==> src/rtl/degamma_lut_init_loader.sv <==
// degamma_lut_init_loader: copies the rom0/rom1 degamma init tables into the degamma LUT write port.
// Latency: 3 cycles per entry (fetch, latch, push) with i_wr_ready high; o_done pulses 1 cycle after the last accept.
// Backpressure: o_wr_* held stable while o_wr_valid & ~i_wr_ready; i_start ignored unless idle.
// Optional build: `define DEGAMMA_INIT_MONO_CHK_EN adds the sticky table-monotonicity check on o_mono_err.
module degamma_lut_init_loader #(
  parameter int A_BW       = 7,
  parameter int D_BW       = 12,
  parameter int N_ENTRY    = 65,   // must satisfy N_ENTRY <= 2**A_BW
  parameter bit AUTO_START = 1'b1
) (
  input  logic            i_clk,
  input  logic            i_rst,
  input  logic            i_start,
  output logic            o_rom_cen,
  output logic [A_BW-1:0] o_rom_a,
  input  logic [D_BW-1:0] i_rom0_q,
  input  logic [D_BW-1:0] i_rom1_q,
  output logic            o_wr_valid,
  input  logic            i_wr_ready,
  output logic [A_BW-1:0] o_wr_addr,
  output logic [D_BW-1:0] o_wr_data0,
  output logic [D_BW-1:0] o_wr_data1,
  output logic            o_busy,
  output logic            o_done,
  output logic            o_mono_err
);

  typedef enum logic [2:0] {S_IDLE, S_FETCH, S_LATCH, S_PUSH, S_DONE} state_t;

  localparam logic [A_BW-1:0] LAST_IDX = A_BW'(N_ENTRY - 1);

  state_t          r_state;
  logic [A_BW-1:0] r_idx;
  logic            r_auto;      // pending automatic start, armed only by reset
  logic            r_rom_cen;
  logic [A_BW-1:0] r_rom_a;
  logic            r_wr_valid;
  logic [A_BW-1:0] r_wr_addr;
  logic [D_BW-1:0] r_wr_data0;
  logic [D_BW-1:0] r_wr_data1;
  logic            r_busy;
  logic            r_done;
  logic            w_last;

  assign w_last = (r_idx == LAST_IDX);

`ifdef DEGAMMA_INIT_MONO_CHK_EN
  logic r_mono_err;
  logic w_mono_viol;

  // Table check on the pair being latched; the previous pair still sits in the write-data registers
  always_comb begin
    w_mono_viol = (i_rom1_q < i_rom0_q);
    if (r_idx != '0) begin
      w_mono_viol = w_mono_viol || (i_rom0_q < r_wr_data0) || (i_rom1_q < r_wr_data1);
    end
  end

  assign o_mono_err = r_mono_err;
`else
  assign o_mono_err = 1'b0;
`endif

  // Load sequencer: walks idx through fetch/latch/push and owns every registered output
  always_ff @(posedge i_clk or posedge i_rst) begin
    if (i_rst) begin
      r_state    <= S_IDLE;
      r_idx      <= '0;
      r_auto     <= AUTO_START;
      r_rom_cen  <= 1'b1;
      r_rom_a    <= '0;
      r_wr_valid <= 1'b0;
      r_wr_addr  <= '0;
      r_wr_data0 <= '0;
      r_wr_data1 <= '0;
      r_busy     <= 1'b0;
      r_done     <= 1'b0;
`ifdef DEGAMMA_INIT_MONO_CHK_EN
      r_mono_err <= 1'b0;
`endif
    end else begin
      case (r_state)
        S_IDLE: begin
          if (i_start || r_auto) begin
            r_auto    <= 1'b0;
            r_state   <= S_FETCH;
            r_rom_cen <= 1'b0;
            r_rom_a   <= r_idx;
            r_busy    <= 1'b1;
`ifdef DEGAMMA_INIT_MONO_CHK_EN
            // a fresh load clears the previous load's verdict
            if (r_idx == '0) r_mono_err <= 1'b0;
`endif
          end
        end
        S_FETCH: begin
          r_rom_cen <= 1'b1;
          r_state   <= S_LATCH;
        end
        S_LATCH: begin
          r_wr_data0 <= i_rom0_q;
          r_wr_data1 <= i_rom1_q;
          r_wr_addr  <= r_idx;
          r_wr_valid <= 1'b1;
          r_state    <= S_PUSH;
`ifdef DEGAMMA_INIT_MONO_CHK_EN
          if (w_mono_viol) r_mono_err <= 1'b1;
`endif
        end
        S_PUSH: begin
          if (i_wr_ready) begin
            r_wr_valid <= 1'b0;
            if (w_last) begin
              r_state <= S_DONE;
              r_busy  <= 1'b0;
              r_done  <= 1'b1;
            end else begin
              r_idx     <= r_idx + 1'b1;
              r_rom_a   <= r_idx + 1'b1;
              r_rom_cen <= 1'b0;
              r_state   <= S_FETCH;
            end
          end
        end
        S_DONE: begin
          r_done  <= 1'b0;
          r_idx   <= '0;
          r_state <= S_IDLE;
        end
        default: r_state <= S_IDLE;
      endcase
    end
  end

  assign o_rom_cen  = r_rom_cen;
  assign o_rom_a    = r_rom_a;
  assign o_wr_valid = r_wr_valid;
  assign o_wr_addr  = r_wr_addr;
  assign o_wr_data0 = r_wr_data0;
  assign o_wr_data1 = r_wr_data1;
  assign o_busy     = r_busy;
  assign o_done     = r_done;

endmodule

==> config.mk <==
export PLATFORM = sky130hd
export DESIGN_NAME = degamma_lut_init_loader
export DESIGN_NICKNAME = d
export VERILOG_FILES = /design/src/rtl/degamma_lut_init_loader.sv
export SDC_FILE = /design/constraint.sdc
export NUM_CORES = 1
export LEC_CHECK = 0
export CAP_MARGIN = 20
export CORE_UTILIZATION = 30
export DETAILED_ROUTE_END_ITERATION = 16
export PLACE_DENSITY = 0.55
export RECOVER_POWER = 25
export SYNTH_ARGS = -nofsm -noshare
export SYNTH_HDL_FRONTEND = slang
export SYNTH_SLANG_ARGS = --single-unit
==> constraint.sdc <==
create_clock -name i_clk -period 4.02 [get_ports i_clk]
set_input_delay 0.804 -clock i_clk [delete_from_list [all_inputs] [get_ports i_clk]]
set_output_delay 0.804 -clock i_clk [all_outputs]
set_load 0.1 [all_outputs]
==> results of run 1 <==
-- sequential cells by signal (all words and copies together) (netlist names) --
signal      flops
r_idx           7
o_wr_addr       7
r_auto          1
o_rom_a         7
o_wr_data0     12
r_state         3
o_done          1
o_wr_data1     12
o_wr_valid      1
o_rom_cen       1
o_busy          1
-- worst paths after layout --
check                                endpoint  slack, ns        from
worst max-delay path                o_rom_cen       1.24   o_rom_cen
worst min-delay path               o_wr_valid       0.49  o_wr_valid
worst max register to register       r_idx[6]       2.08  r_state[2]
worst min register to register     o_wr_valid       0.49  o_wr_valid
max in group asynchronous           o_rom_cen       1.67       i_rst
min in group asynchronous       o_wr_data0[3]       1.35       i_rst
-- cell families (layout without fill, tap and decap cells) --
| logic type | Yosys count | count (layout) | synth area share [%] |
|---|---|---|---|
| muxes | 39 | 39 | 19.4 |
| and+or+nand+nor | 48 | 48 | 12.0 |
| other | 1 | 1 | 0.157 |
| adders and majority gates | 2 | 2 | 1.04 |
| AOI/OAI and AO/OA | 19 | 19 | 6.11 |
| xor gates and xnor gates | 6 | 6 | 2.19 |
| DFF | 53 | 53 | 55.5 |
| buffers and inverters | 17 | 84 | 3.66 |
-- area by class of cell --
type,count,area (µm²)
tap,102,128
multi-input combinational,115,978
inverter,5,18.8
clock inverter,1,5.00
fill,716,4470
clock buffer,7,96.3
sequential,53,1330
timing repair buffer,71,706
-- layout by cell type (no fill, tap or decap), types with 2 or more instances in the layout --
cell	n
clkbuf_8	7
xor2_1	2
o21ai_0	4
mux2_4	7
a21o_1	2
nand3_1	6
inv_1	5
dfstp_2	2
xnor2_1	4
a21oi_1	2
a211o_1	2
and3_1	3
mux2_1	4
nor3_1	7
or3_1	2
buf_4	2
nand2_1	9
dfrtp_1	51
nor2_1	8
nor3b_1	2
dlygate4sd3_1	2
o21ai_1	2
nor2b_1	2
ha_1	2
mux2_2	27
clkdlybuf4s50_1	67
-- per-layer routing --
| metal | part of all wire [%] | up-vias | track usage, % | wire length (µm) |
|---|---|---|---|---|
| met5 | 0 | - | 0 | 0 |
| met3 | 5.0 | 5 | 3.43 | 243 |
| met2 | 46 | 46 | 18.2 | 2220 |
| li1 | - | 780 | - | - |
| met1 | 48 | 814 | 16.7 | 2310 |
| met4 | 0.87 | 0 | 4.37 | 42 |
-- metrics by stage --
stage	std cells	hold WS, ns	worst slack (ns)	utilization [%]
floorplan	185	0.481	1.93	-
global placement	346	0.475	1.47	41.0
detailed placement	346	0.472	1.46	41.0
CTS	354	0.500	1.22	42.3
global route	354	0.511	1.21	42.2
finish	354	0.490	1.24	42.2
==> impl_metrics.yaml, run 1 <==
run_status:
  status: "completed"
logic_synthesis:
  synth_area_leaders: "dfrtp_1 53%, mux2_2 13%, mux2_4 4.4%"
  synth_top_cell_area_share_pct: 53.3
  ys.flop_type: "dfrtp_1"
  synth_area_leader_cell: "dfrtp_1"
  synthArstFlopShare_pct: 100
  synth_common_cells: "51 x dfrtp_1, 27 x mux2_2, 9 x nand2_1"
  ys_ff_latch: 53
  synth_seq_area_share_pct: 55.5
  synth_fp_nets: 215
  yosysUniqueCellTypes: 44
  synth_warnings: 0
  synthCells: 185
  synth_area_mm2: 0.00239
  synth_edf_count: 0
  synth_most_common_cell: "dfrtp_1"
  synth_area_per_cell_um2: 12.9
placed_design:
  place_area_mm2: 0.00317
  io_buffer_count: 69
  routabilityCongestion: 0.815
  dpl.hpwl_um: 3310
timing:
  finalSetupTns_ns: 0
  fin_worst_skew_ns: 0.0121
  fin_crit_ns: 2.78
  setup_viol: 0
  max_slew_margin_pct: 3.54
  rsz0062_at_grt: "no"
  period_share_pct: 69.2
  maxSlewViolCount: 0
  worst_pin_slew_ns: 1.45
  fmaxAchievable_mhz: 359
  hold_violations: 0
die:
  die_w_um: 91.3
  io_pins: 71
  num_rows: 32
  die_y_um: 91.3
  dieArea_mm2: 0.00834
  core-area_mm2: 0.00773
  start_util_pct: 31.0
critical_path:
  path_cells: "clkdlybuf4s50_1"
  cp.required_ns: 3.22
  crit_type: "reg -> out"
  r2r_cells: 4
  cp_slowest_cell: "clkdlybuf4s50_1"
  crit_family: "buffers and inverters"
  endpoint_kind: "output port"
  crit_cells: 1
  max_stage_delay_ns: 1.12
  cp_data_arrival_time_ns: 1.98
  startpoint_type: "flop"
  cp.buffers_inverters: 1
  cp_max_fo: 2
flow_run:
  maxCapViolCount: 0
global_routing:
  grt_pass1_vias: 1609
  antenna_found_initial: 0
  grt_start_max_net_pins: 39
  grt.total_usage_pct: 12.2
  grt_first_pass_wirelength_um: 7970
  grt.overflow.total: 0
min_path:
  hold_depth: 1
  hold_path_class: "reg -> reg"
clocking:
  clk_pin_slew_ns: 0.10
  cts_setup_buffers: 0
  root_buffer: "clkbuf_8"
  cts_tree: "yes"
  clkSinkCount: 53
  cts_resized: 0
  clock_latency_ns: 0.32
  ctsLongestPathBuffers: 2
  cts_hold_buf: 0
  cts_htree_levels: 2
  numCtsBuffers: 5
route:
  post_drt_wl_per_cell_um: 13.6
  finalWirelength_um: 4820
  firstDrtPassIters: 4
  via_per_inst: 4.65
  ant_nets: 0
  drc: 0
  drt_iter0_drc: 63
  vias: 1645
layout:
  postLayoutCellArea_mm2: 0.00326
  insertedDiodeCount: 0
  drive_above_1_share_pct: 21.0
  final_nets: 281
  area_growth_pct: 36.2
Power of run 1 is not shown: default switching activity piles up to over one toggle a cycle in this logic, so the estimate is an artifact.
==> run 2: changes to the inputs <==
--- a/config.mk
+++ b/config.mk
@@ -8,7 +8,7 @@
 export CAP_MARGIN = 20
 export CORE_UTILIZATION = 30
 export DETAILED_ROUTE_END_ITERATION = 16
-export PLACE_DENSITY = 0.55
+export PLACE_DENSITY = 0.57
 export RECOVER_POWER = 25
 export SYNTH_ARGS = -nofsm -noshare
 export SYNTH_HDL_FRONTEND = slang
==> constraint.sdc (replaced) <==
create_clock -name i_clk -period 2.3 [get_ports i_clk]
set_input_delay 0.46 -clock i_clk [delete_from_list [all_inputs] [get_ports i_clk]]
set_output_delay 0.46 -clock i_clk [all_outputs]
set_load 0.1 [all_outputs]
==> run 2 against run 1 <==
  * Core utilization down 1.1 points
  * Clock skew decreased by 0.0072 ns
  * Die area stayed put
  * Register-to-register slack worse by 1.6 ns
  * Sequential cell count is the same
  * Cell area shrank 2.5%
  * Sequential share of layout area increased by 1.1 points
  * Routed wire length increased by 0.68%
  * Worst setup slack worse by 0.75 ns
  * Cell count up 0.85%
==> impl_metrics.yaml, run 2 (synthesis results as in run 1) <==
critical_path:
  endpoint_kind: "flop"
  cp-startpoint: "r_state[2]"
  crit_type: "reg -> reg"
  r2r_slack_ns: 0.48
  rr_endpoint: "o_rom_a[4]"
  r2r_cells: 4
  startpoint_type: "flop"
  cp_max_fo: 13
  timing.rr.start: "r_state[2]"
  cp.required_ns: 2.50
  critPathCapture: "o_rom_a[4]"
  cp_data_arrival_time_ns: 2.01
flow_run:
  maxCapViolCount: 0
timing:
  fin_crit_ns: 1.82
  max_slew_margin_pct: 44.4
  maxSlewViolCount: 0
  setup_viol: 0
  period_share_pct: 79.0
  fmaxAchievable_mhz: 550
  fin_worst_skew_ns: 0.00490
  rsz0062_at_grt: "no"
  worst_pin_slew_ns: 0.833
  finalSetupTns_ns: 0
  hold_violations: 0
clocking:
  clock_latency_ns: 0.31
  cts_htree_levels: 2
  ctsLongestPathBuffers: 2
  cts_resized: 0
  root_buffer: "clkbuf_8"
  clk_pin_slew_ns: 0.09
  cts_tree: "yes"
  cts_hold_buf: 0
  numCtsBuffers: 5
  clkSinkCount: 53
  cts_setup_buffers: 0
layout:
  insertedDiodeCount: 0
  drive_above_1_share_pct: 38.4
  final_nets: 284
  final_common_cell: "dfrtp_1"
  area_growth_pct: 32.7
  layout_common_cells: "51 x dfrtp_1, 46 x buf_4, 27 x mux2_2"
die:
  start_util_pct: 31.0
  num_rows: 32
  dieArea_mm2: 0.00834
  die_w_um: 91.3
  die_y_um: 91.3
  io_pins: 71
  core-area_mm2: 0.00773
run_status:
  status: "completed"
global_routing:
  grt.total_usage_pct: 12.5
  grt_pass1_vias: 1672
  grt.overflow.total: 0
  grt_start_max_net_pins: 34
  antenna_found_initial: 0
  grt_first_pass_wirelength_um: 8140
placed_design:
  routabilityCongestion: 0.741
  io_buffer_count: 69
  dpl.hpwl_um: 3450
route:
  drt_iter0_drc: 70
  ant_nets: 0
  drc: 0
  vias: 1657
  post_drt_wl_per_cell_um: 13.6
  finalWirelength_um: 4850
  via_per_inst: 4.64
  firstDrtPassIters: 4
min_path:
  hold_path_class: "reg -> reg"
  hold_depth: 1
-- run 2: cell type report --
class | count | area [µm²]
Clock buffer | 6 | 72.6
Clock inverter | 2 | 10.0
Fill cell | 756 | 4550
Inverter | 5 | 18.8
Multi-Input combinational cell | 115 | 985
Sequential cell | 53 | 1330
Tap cell | 102 | 128
Timing Repair Buffer | 74 | 636
-- run 2: critical path: stages (launching register included) --
cell      delay (ns)
dfrtp_1         0.55
nand4b_2        0.38
a31o_4          0.32
nand2_4         0.15
mux2_4          0.31
-- run 2: routing by layer --
layer  GRT usage (%)  routed length [µm]
met4            5.42                  85
met3            3.94                 296
met5               0                   0
met1            16.7                2250
met2            18.6                2220
-- run 2: worst min-delay path by stage --
stage	start	end	slack (ns)
2_1_floorplan	r_auto	r_auto	0.48
3_3_place_gp	o_wr_data0[2]	o_wr_data0[2]	0.47
3_5_place_dp	o_wr_data0[1]	o_wr_data0[1]	0.48
4_1_cts	i_rst	o_wr_data0[8]	0.48
5_1_grt	r_auto	r_auto	0.52
6_report	o_wr_data0[1]	o_wr_data0[1]	0.50
-- run 2: metrics by stage --
step / cell area [µm²] / hold WS, ns / util [%] / cells / setup slack (ns)
2_1_floorplan: 2390 / 0.481 / - / 185 / 0.557
3_3_place_gp: 3100 / 0.474 / 40.1 / 349 / 0.227
3_5_place_dp: 3100 / 0.481 / 40.1 / 349 / 0.224
4_1_cts: 3180 / 0.484 / 41.1 / 357 / 0.484
5_1_grt: 3180 / 0.521 / 41.1 / 357 / 0.376
6_report: 3180 / 0.497 / 41.1 / 357 / 0.483
Power of run 2 is left out for the same reason.
